File: src/rtl/decode_rf.sv
// decode_rf: instruction decode stage with register file, busy scoreboard and 1-deep output register.
// Optional write-back forwarding into the operand reads is enabled by defining DECODE_BYPASS_EN.
module decode_rf #(
    parameter int DATA_W = 8,
    parameter int NREG   = 8
) (
    input  logic                T0,
    input  logic                rst,
    input  logic                in_valid,
    output logic                in_ready,
    input  logic [15:0]         IR,
    input  logic                wb_en,
    input  logic [2:0]          wb_idx,
    input  logic [DATA_W-1:0]   wb_data,
    output logic                out_valid,
    input  logic                out_ready,
    output logic [4:0]          op,
    output logic [DATA_W-1:0]   valA,
    output logic [DATA_W-1:0]   valB,
    output logic [7:0]          X,
    output logic [DATA_W+7:0]   Addr,
    output logic [NREG-1:0]     busy
);
    localparam int IW = $clog2(NREG);
    localparam logic [IW-1:0] LAST = IW'(NREG - 1);

    logic [DATA_W-1:0] r [NREG];
    logic [IW-1:0]     ra, rb, wi;
    logic [DATA_W-1:0] rd_a, rd_b, rd_l;
    logic              hit_a, hit_b, hit_l, hazard, accept;
    logic [NREG-1:0]   busy_n;

    assign ra = IR[8 +: IW];
    assign rb = IR[5 +: IW];
    assign wi = wb_idx[IW-1:0];

`ifdef DECODE_BYPASS_EN
    assign hit_a = wb_en && wi == ra;
    assign hit_b = wb_en && wi == rb;
    assign hit_l = wb_en && wi == LAST;
`else
    assign hit_a = 1'b0;
    assign hit_b = 1'b0;
    assign hit_l = 1'b0;
`endif

    assign rd_a = hit_a ? wb_data : r[ra];
    assign rd_b = hit_b ? wb_data : r[rb];
    assign rd_l = hit_l ? wb_data : r[LAST];

    // a forwarded operand is satisfied by the write-back that clears its busy bit
    assign hazard   = (busy[ra] && !hit_a) || (busy[rb] && !hit_b);
    assign in_ready = !rst && (!out_valid || out_ready) && !hazard;
    assign accept   = in_valid && in_ready;

    // set after clear so a same-edge writer keeps its bit
    always_comb begin
        busy_n = busy;
        if (wb_en) busy_n[wi] = 1'b0;
        if (accept && IR[15]) busy_n[ra] = 1'b1;
    end

    always_ff @(posedge T0) begin
        if (rst) begin
            for (int i = 0; i < NREG; i++) r[i] <= DATA_W'(i);
            busy      <= '0;
            out_valid <= 1'b0;
            op        <= '0;
            valA      <= '0;
            valB      <= '0;
            X         <= '0;
            Addr      <= '0;
        end else begin
            if (wb_en) r[wi] <= wb_data;
            busy <= busy_n;
            if (accept) begin
                op        <= IR[15:11];
                valA      <= rd_a;
                valB      <= rd_b;
                X         <= IR[7:0];
                Addr      <= {rd_l, IR[7:0]};
                out_valid <= 1'b1;
            end else if (out_ready) begin
                out_valid <= 1'b0;
            end
        end
    end
endmodule

File: config.mk
export PLATFORM = sky130hd
export DESIGN_NAME = decode_rf
export DESIGN_NICKNAME = d
export VERILOG_FILES = /design/src/rtl/decode_rf.sv
export SDC_FILE = /design/constraint.sdc
export NUM_CORES = 1
export LEC_CHECK = 0
export CORE_AREA = 2 2 118 120
export DETAILED_ROUTE_END_ITERATION = 8
export DIE_AREA = 0 0 120 122
export PLACE_DENSITY = 0.67
export SLEW_MARGIN = 20
export SYNTH_ARGS = -nofsm -noshare
export SYNTH_HDL_FRONTEND = slang
export SYNTH_SLANG_ARGS = --single-unit
File: constraint.sdc
create_clock -name T0 -period 2.16 [get_ports T0]
set_input_delay 0.432 -clock T0 [delete_from_list [all_inputs] [get_ports T0]]
set_output_delay 0.432 -clock T0 [all_outputs]
set_load 0.01 [all_outputs]
Word-level counts from Yosys, hierarchy flattened
Memory sizes are Yosys's and may differ from the RTL's. A register that Yosys moved wholly into a read port is not among the register bits.
Cells that the tools add are included.
{ "op_classes": {"order_cmp": 5, "muxes": 20, "bitwise": 3, "reduce_logical": 13} }
{ "ops": {"columns": ["cell", "n"], "rows": [
  ["8-bit two-way mux", 3],
  ["3-bit by 4-bit less-than comparator with 1-bit output (second input constant)", 3],
  ["1-bit two-way mux", 12],
  ["8-bit bitwise AND", 1],
  ["8-bit inverter", 1],
  ["8-bit OR", 1],
  ["8-bit OR reduction", 1],
  ["1-bit binary-select mux with 3-bit select", 2],
  ["1-bit demux with 3-bit select", 2],
  ["3-bit by 1-bit >= comparator with 1-bit output (second input constant)", 2],
  ["1-bit logical AND", 6],
  ["1-bit logical NOT", 3],
  ["3-bit two-way mux", 1],
  ["1-bit logical OR", 2],
  ["2-bit nonzero test", 1]
]} }
{ "word_totals": {"regBits": 38, "n_memories": 1, "inputBits": 32, "ramBits": 64, "word_cells": 47} }
{ "memory_table": {"columns": ["name", "words", "word_bits", "rd", "rd_ports_with_merged_regs", "write_ports", "line_no", "source"], "rows": [
  ["r", 8, 8, 3, 3, 8, "27", "logic [DATA_W-1:0] r [NREG];"]
]} }

Depth between registers and ports, before layout
Gate-level depths: netlist of the first run.
{ "depth": {"word_depth": 9, "ltp_mapped": 7} }

Least setup slack after synthesis of the first run
OpenSTA, ideal clock, no wires.
{ "synth_path": {"kind": "input to output", "startpoint": "in IR[5]", "endpoint": "out in_ready", "slack_ps": -113, "stages": 4, "path_buffers": 1, "t_arrival_ps": 1841, "cell_sequence": "clkbuf_1 > mux4_2 > nand2_1 > a2111oi_0"} }
{ "synth_via": {"elab_chain_len": 5} }
{ "synth_lines": {"columns": ["element", "line_no", "source"], "rows": [
  ["start: declaration", "11", "input logic [15:0] IR,"],
  ["1-bit binary-select mux with 3-bit select", "52", "assign hazard = (busy[ra] && !hit_a) || (busy[rb] && !hit_b);"],
  ["1-bit two-way mux (not written as such)", "52", null],
  ["1-bit logical OR", "52", null],
  ["1-bit logical NOT", "53", "assign in_ready = !rst && (!out_valid || out_ready) && !hazard;"],
  ["1-bit logical AND", "53", null],
  ["end: declaration", "10", "output logic in_ready,"]
]} }
No other way between the ends. The select of a mux whose other input is x is not followed.

Worst setup path after layout of the first run
{ "layout_path": {"startpoint": "reg busy[5]", "endpoint": "reg Addr[14], read port of r"} }
{ "layout_via": {"elab_chain_len": 6} }
{ "layout_lines": {"columns": ["element", "line_no", "source"], "rows": [
  ["start: declaration", "22", "output logic [NREG-1:0] busy"],
  ["start signal: assignment", "75", "busy <= busy_n;"],
  ["1-bit binary-select mux with 3-bit select", "52", null],
  ["1-bit two-way mux (not written as such)", "52", null],
  ["1-bit logical OR *", "52", null],
  ["1-bit logical NOT *", "53", null],
  ["1-bit logical AND *", "53", null],
  ["1-bit logical AND *", "54", "assign accept = in_valid && in_ready;"],
  ["end: declaration", "21", "output logic [DATA_W+7:0] Addr,"]
]} }
Mark *: on every way between the ends. The rest lies on a longest branch, timed or not. The select of a mux whose other input is x is not followed.
A chain may end at the register's enable or synchronous reset.

==> impl_metrics.prom, run 1 <==
# TYPE chip_impl_metric gauge
chip_impl_metric{name="cts_htree_levels",unit=""} 3
chip_impl_metric{name="grt_first_pass_wirelength",unit="mm"} 20.7
chip_impl_metric{name="floorplan.initialDensity",unit="%"} 40.6
chip_impl_metric{name="synth.yosys.seq_area_share",unit="%"} 51.8
chip_impl_metric{name="drt_iter0_markers",unit=""} 369
chip_impl_metric{name="leakagePower",unit="nW"} 2.79
chip_impl_metric{name="worst_relative_slew_slack",unit="%"} 54.2
chip_impl_metric{name="maxSlewViolCount",unit=""} 0
chip_impl_metric{name="numPortBuffers",unit=""} 86
chip_impl_metric{name="die_width",unit="um"} 120
chip_impl_info{name="root_buffer",value="clkbuf_16"} 1
chip_impl_info{name="worstSetupPathType",value="flop to flop"} 1
chip_impl_metric{name="floorplan.die_area",unit="um2"} 14600
chip_impl_metric{name="rows",unit=""} 43
chip_impl_metric{name="drt-pass1-iter-count",unit=""} 4
chip_impl_metric{name="place_ws",unit="ns"} -0.862
chip_impl_metric{name="drt.antenna.violating_nets",unit=""} 0
chip_impl_metric{name="final_area",unit="um2"} 7210
chip_impl_metric{name="detailed_place.area",unit="um2"} 6770
chip_impl_info{name="synth_area_leader_cell",value="edfxtp_1"} 1
chip_impl_metric{name="worst_slew_pin_slew",unit="ns"} 0.683
chip_impl_metric{name="insertion_delay",unit="ns"} 0.35
chip_impl_metric{name="fin_ws",unit="ns"} 0.00363
chip_impl_metric{name="synth-edff-count",unit=""} 64
chip_impl_metric{name="timing_hold_violations_final",unit=""} 0
chip_impl_metric{name="routability_congestion_estimate_from_global_placement",unit=""} 0.868
chip_impl_metric{name="drive_gt1_share",unit="%"} 25.9
chip_impl_metric{name="gr-usage-all-layers",unit="%"} 18.7
chip_impl_info{name="synth_top_cells_by_count",value="edfxtp_1 (64), and2_1 (52), dfxtp_1 (46)"} 1
chip_impl_info{name="synth-main-ff-cell",value="edfxtp_1"} 1
chip_impl_metric{name="dp.final_hpwl",unit="mm"} 9.41
chip_impl_metric{name="routed_via_density",unit=""} 5.17
chip_impl_metric{name="number_of_buffers_created_by_cts",unit=""} 9
chip_impl_metric{name="remaining_drc_errors",unit=""} 0
chip_impl_metric{name="worst-endpoint-required",unit="ns"} 2.40
chip_impl_metric{name="synthArstFlopShare",unit="%"} 0
chip_impl_metric{name="crit_fanout",unit=""} 8
chip_impl_metric{name="synthDistinctLibCells",unit=""} 37
chip_impl_metric{name="p_per_area",unit="nW/um2"} 688
chip_impl_metric{name="largest_net_degree_at_the_start_of_global_routing",unit=""} 40
chip_impl_metric{name="final-setup-viol-count",unit=""} 0
chip_impl_metric{name="area_share_of_the_largest_cell_type_after_synthesis",unit="%"} 35.0
chip_impl_metric{name="numClockSinks",unit=""} 110
chip_impl_metric{name="number_of_antenna_violations_at_the_first_check_in_global_routing",unit=""} 0
chip_impl_metric{name="finalWirelength",unit="mm"} 13.5
chip_impl_metric{name="yosysWarningCount",unit=""} 0
chip_impl_info{name="rsz_0062_raised_after_global_routing",value="yes"} 1
chip_impl_metric{name="grt_pass1_vias",unit=""} 3704
chip_impl_metric{name="min_period",unit="ns"} 2.16
chip_impl_info{name="synth_top_cells_by_area",value="edfxtp_1 (35%), dfxtp_1 (17%), mux4_2 (13%)"} 1
chip_impl_metric{name="maxCapViolations",unit=""} 0
chip_impl_metric{name="placeableCoreArea",unit="um2"} 13500
chip_impl_info{name="most_numerous_cell_in_the_yosys_netlist",value="edfxtp_1"} 1
chip_impl_metric{name="global_route.overflow_total",unit=""} 0
chip_impl_metric{name="cp_data_arrival_time",unit="ns"} 2.40
chip_impl_info{name="outcome",value="finished, final reports clean"} 1
chip_impl_metric{name="num_io_pins",unit=""} 87
chip_impl_metric{name="syn-num-nets",unit=""} 445
chip_impl_info{name="cts_tree",value="done"} 1
chip_impl_info{name="min_path_type",value="flop to flop"} 1
chip_impl_metric{name="die_y",unit="um"} 122
chip_impl_metric{name="fin_skew",unit="ns"} 0.00660
chip_impl_metric{name="synth.avg_cell_area",unit="um2"} 13.3
chip_impl_metric{name="synth-seq-cells",unit=""} 110
chip_impl_metric{name="diodes",unit=""} 0
chip_impl_metric{name="synth.cell_area",unit="um2"} 5490
chip_impl_metric{name="clock.fmax",unit="MHz"} 464
chip_impl_info{name="startpoint_type",value="flop"} 1
chip_impl_metric{name="vias",unit=""} 3702
chip_impl_metric{name="ctsLongestPathBuffers",unit=""} 2
chip_impl_metric{name="detailed_route_wire_length_per_cell",unit="um"} 18.8
chip_impl_info{name="kind_of_capture_point_of_the_worst_setup_path",value="flop"} 1
chip_impl_metric{name="post_synth_inst_count",unit=""} 413
chip_impl_metric{name="total_power",unit="mW"} 4.96
chip_impl_metric{name="path_clk_slew",unit="ns"} 0.07
chip_impl_metric{name="final.period_utilization",unit="%"} 99.8
chip_impl_metric{name="power.ir.vdd_worst",unit="uV"} 393
chip_impl_metric{name="nets",unit=""} 563
chip_impl_metric{name="areaGrowthSynthToFinish",unit="%"} 31.4
chip_impl_metric{name="fin_tns_setup",unit="ns"} 0
-- registers in the layout, summed over array words and instances (netlist names) --
| name | flops |
|---|---|
| valB | 8 |
| op | 5 |
| busy | 8 |
| valA | 8 |
| Addr | 16 |
| out_valid | 1 |
| r | 64 |
-- critical path, cell delays in order, from the launching register on --
cell and delay (ns):
dfxtp_2 0.35, mux4_2 0.52, buf_6 0.15, a2111oi_4 0.28
nand3_2 0.11, buf_6 0.16, clkbuf_16 0.18, mux2_4 0.30
-- through the flow --
stage,hold WS [ns],util (%),std cells
2_1_floorplan,0.489,-,413
3_3_place_gp,0.464,50.2,696
3_5_place_dp,0.467,50.2,696
4_1_cts,0.479,52.3,712
5_1_grt,0.509,53.4,716
6_report,0.477,53.4,716
-- what timing repair did --
item                                    in CTS  in global routing
hold buffers                                 0                  0
gates cloned                                 0                  3
endpoints found under the setup margin      48                 21
pin swaps                                    1                  2
resized for setup                           18                 13
buffers inserted                             0                  1
-- cell families (layout without fill, tap and decap cells) --
group	count (synthesis)	count (layout)	share of synthesized area [%]
muxes	90	90	24.7
DFF	110	110	51.8
and+or+nand+nor	139	139	15.1
buffers and inverters	48	171	4.58
AOI/OAI and AO/OA	26	26	3.81
-- layout make-up --
class	instances	area, um2
fillers	1140	6290
clock buffers	10	229
inverters	15	56.3
clock inverters	6	61.3
flip-flops and latches	110	2850
repair buffers	140	1340
well taps	180	225
multi-input cells	255	2460
-- where the power goes --
part / switching, mW / internal, mW / total (mW)
Sequential: 0.0862 / 2.37 / 2.46
Clock: 0.750 / 0.899 / 1.65
Combinational: 0.362 / 0.489 / 0.851
-- cell usage in the layout, fill, tap and decap left out, types with 2 or more instances in the layout --
| cell | n |
|---|---|
| clkdlybuf4s50_1 | 81 |
| edfxtp_1 | 64 |
| and2_1 | 52 |
| buf_4 | 44 |
| dfxtp_1 | 42 |
| mux2i_1 | 41 |
| mux4_2 | 31 |
| nand2b_1 | 26 |
| nor2b_1 | 20 |
| or3_1 | 15 |
| inv_1 | 14 |
| mux2_4 | 12 |
| clkbuf_16 | 12 |
| nor2_1 | 9 |
| nand2_1 | 7 |
| mux2_2 | 6 |
| buf_6 | 6 |
| a31o_2 | 4 |
| o22ai_1 | 4 |
| dfxtp_2 | 4 |
| o21bai_1 | 3 |
| nor3b_1 | 3 |
| clkinv_2 | 3 |
| a2111oi_4 | 2 |
| or2_2 | 2 |
| a311o_1 | 2 |
| a21oi_1 | 2 |
| o32ai_1 | 2 |
| o22ai_2 | 2 |
| dlygate4sd2_1 | 2 |
| buf_2 | 2 |
-- path summary, 6_finish.rpt --
check           from       end  slack, ns  depth (start not counted)
min reg2reg  valA[1]   valA[1]       0.48                          2
min          valA[1]   valA[1]       0.48                          2
max          busy[5]  Addr[14]      0.004                          7
max reg2reg  busy[5]  Addr[14]      0.004                          7
-- layer usage --
metal | track usage (%) | up-vias | wire [um]
met5 | 0 | - | 0
met4 | 7.65 | 0 | 220
met3 | 2.62 | 15 | 853
met2 | 30.8 | 123 | 6620
met1 | 25.0 | 1821 | 5800
li1 | - | 1743 | -
(Power assumes the default switching activity.)
==> run 2: changes to the inputs <==
--- a/config.mk
+++ b/config.mk
@@ -8,8 +8,9 @@
 export CORE_AREA = 2 2 118 120
 export DETAILED_ROUTE_END_ITERATION = 8
 export DIE_AREA = 0 0 120 122
+export GPL_ROUTABILITY_DRIVEN = 1
 export PLACE_DENSITY = 0.67
-export SLEW_MARGIN = 20
+export SLEW_MARGIN = 0
 export SYNTH_ARGS = -nofsm -noshare
 export SYNTH_HDL_FRONTEND = slang
 export SYNTH_SLANG_ARGS = --single-unit
==> results of run 2 <==
Final layout, timing and power as in run 1 (identical DEF).
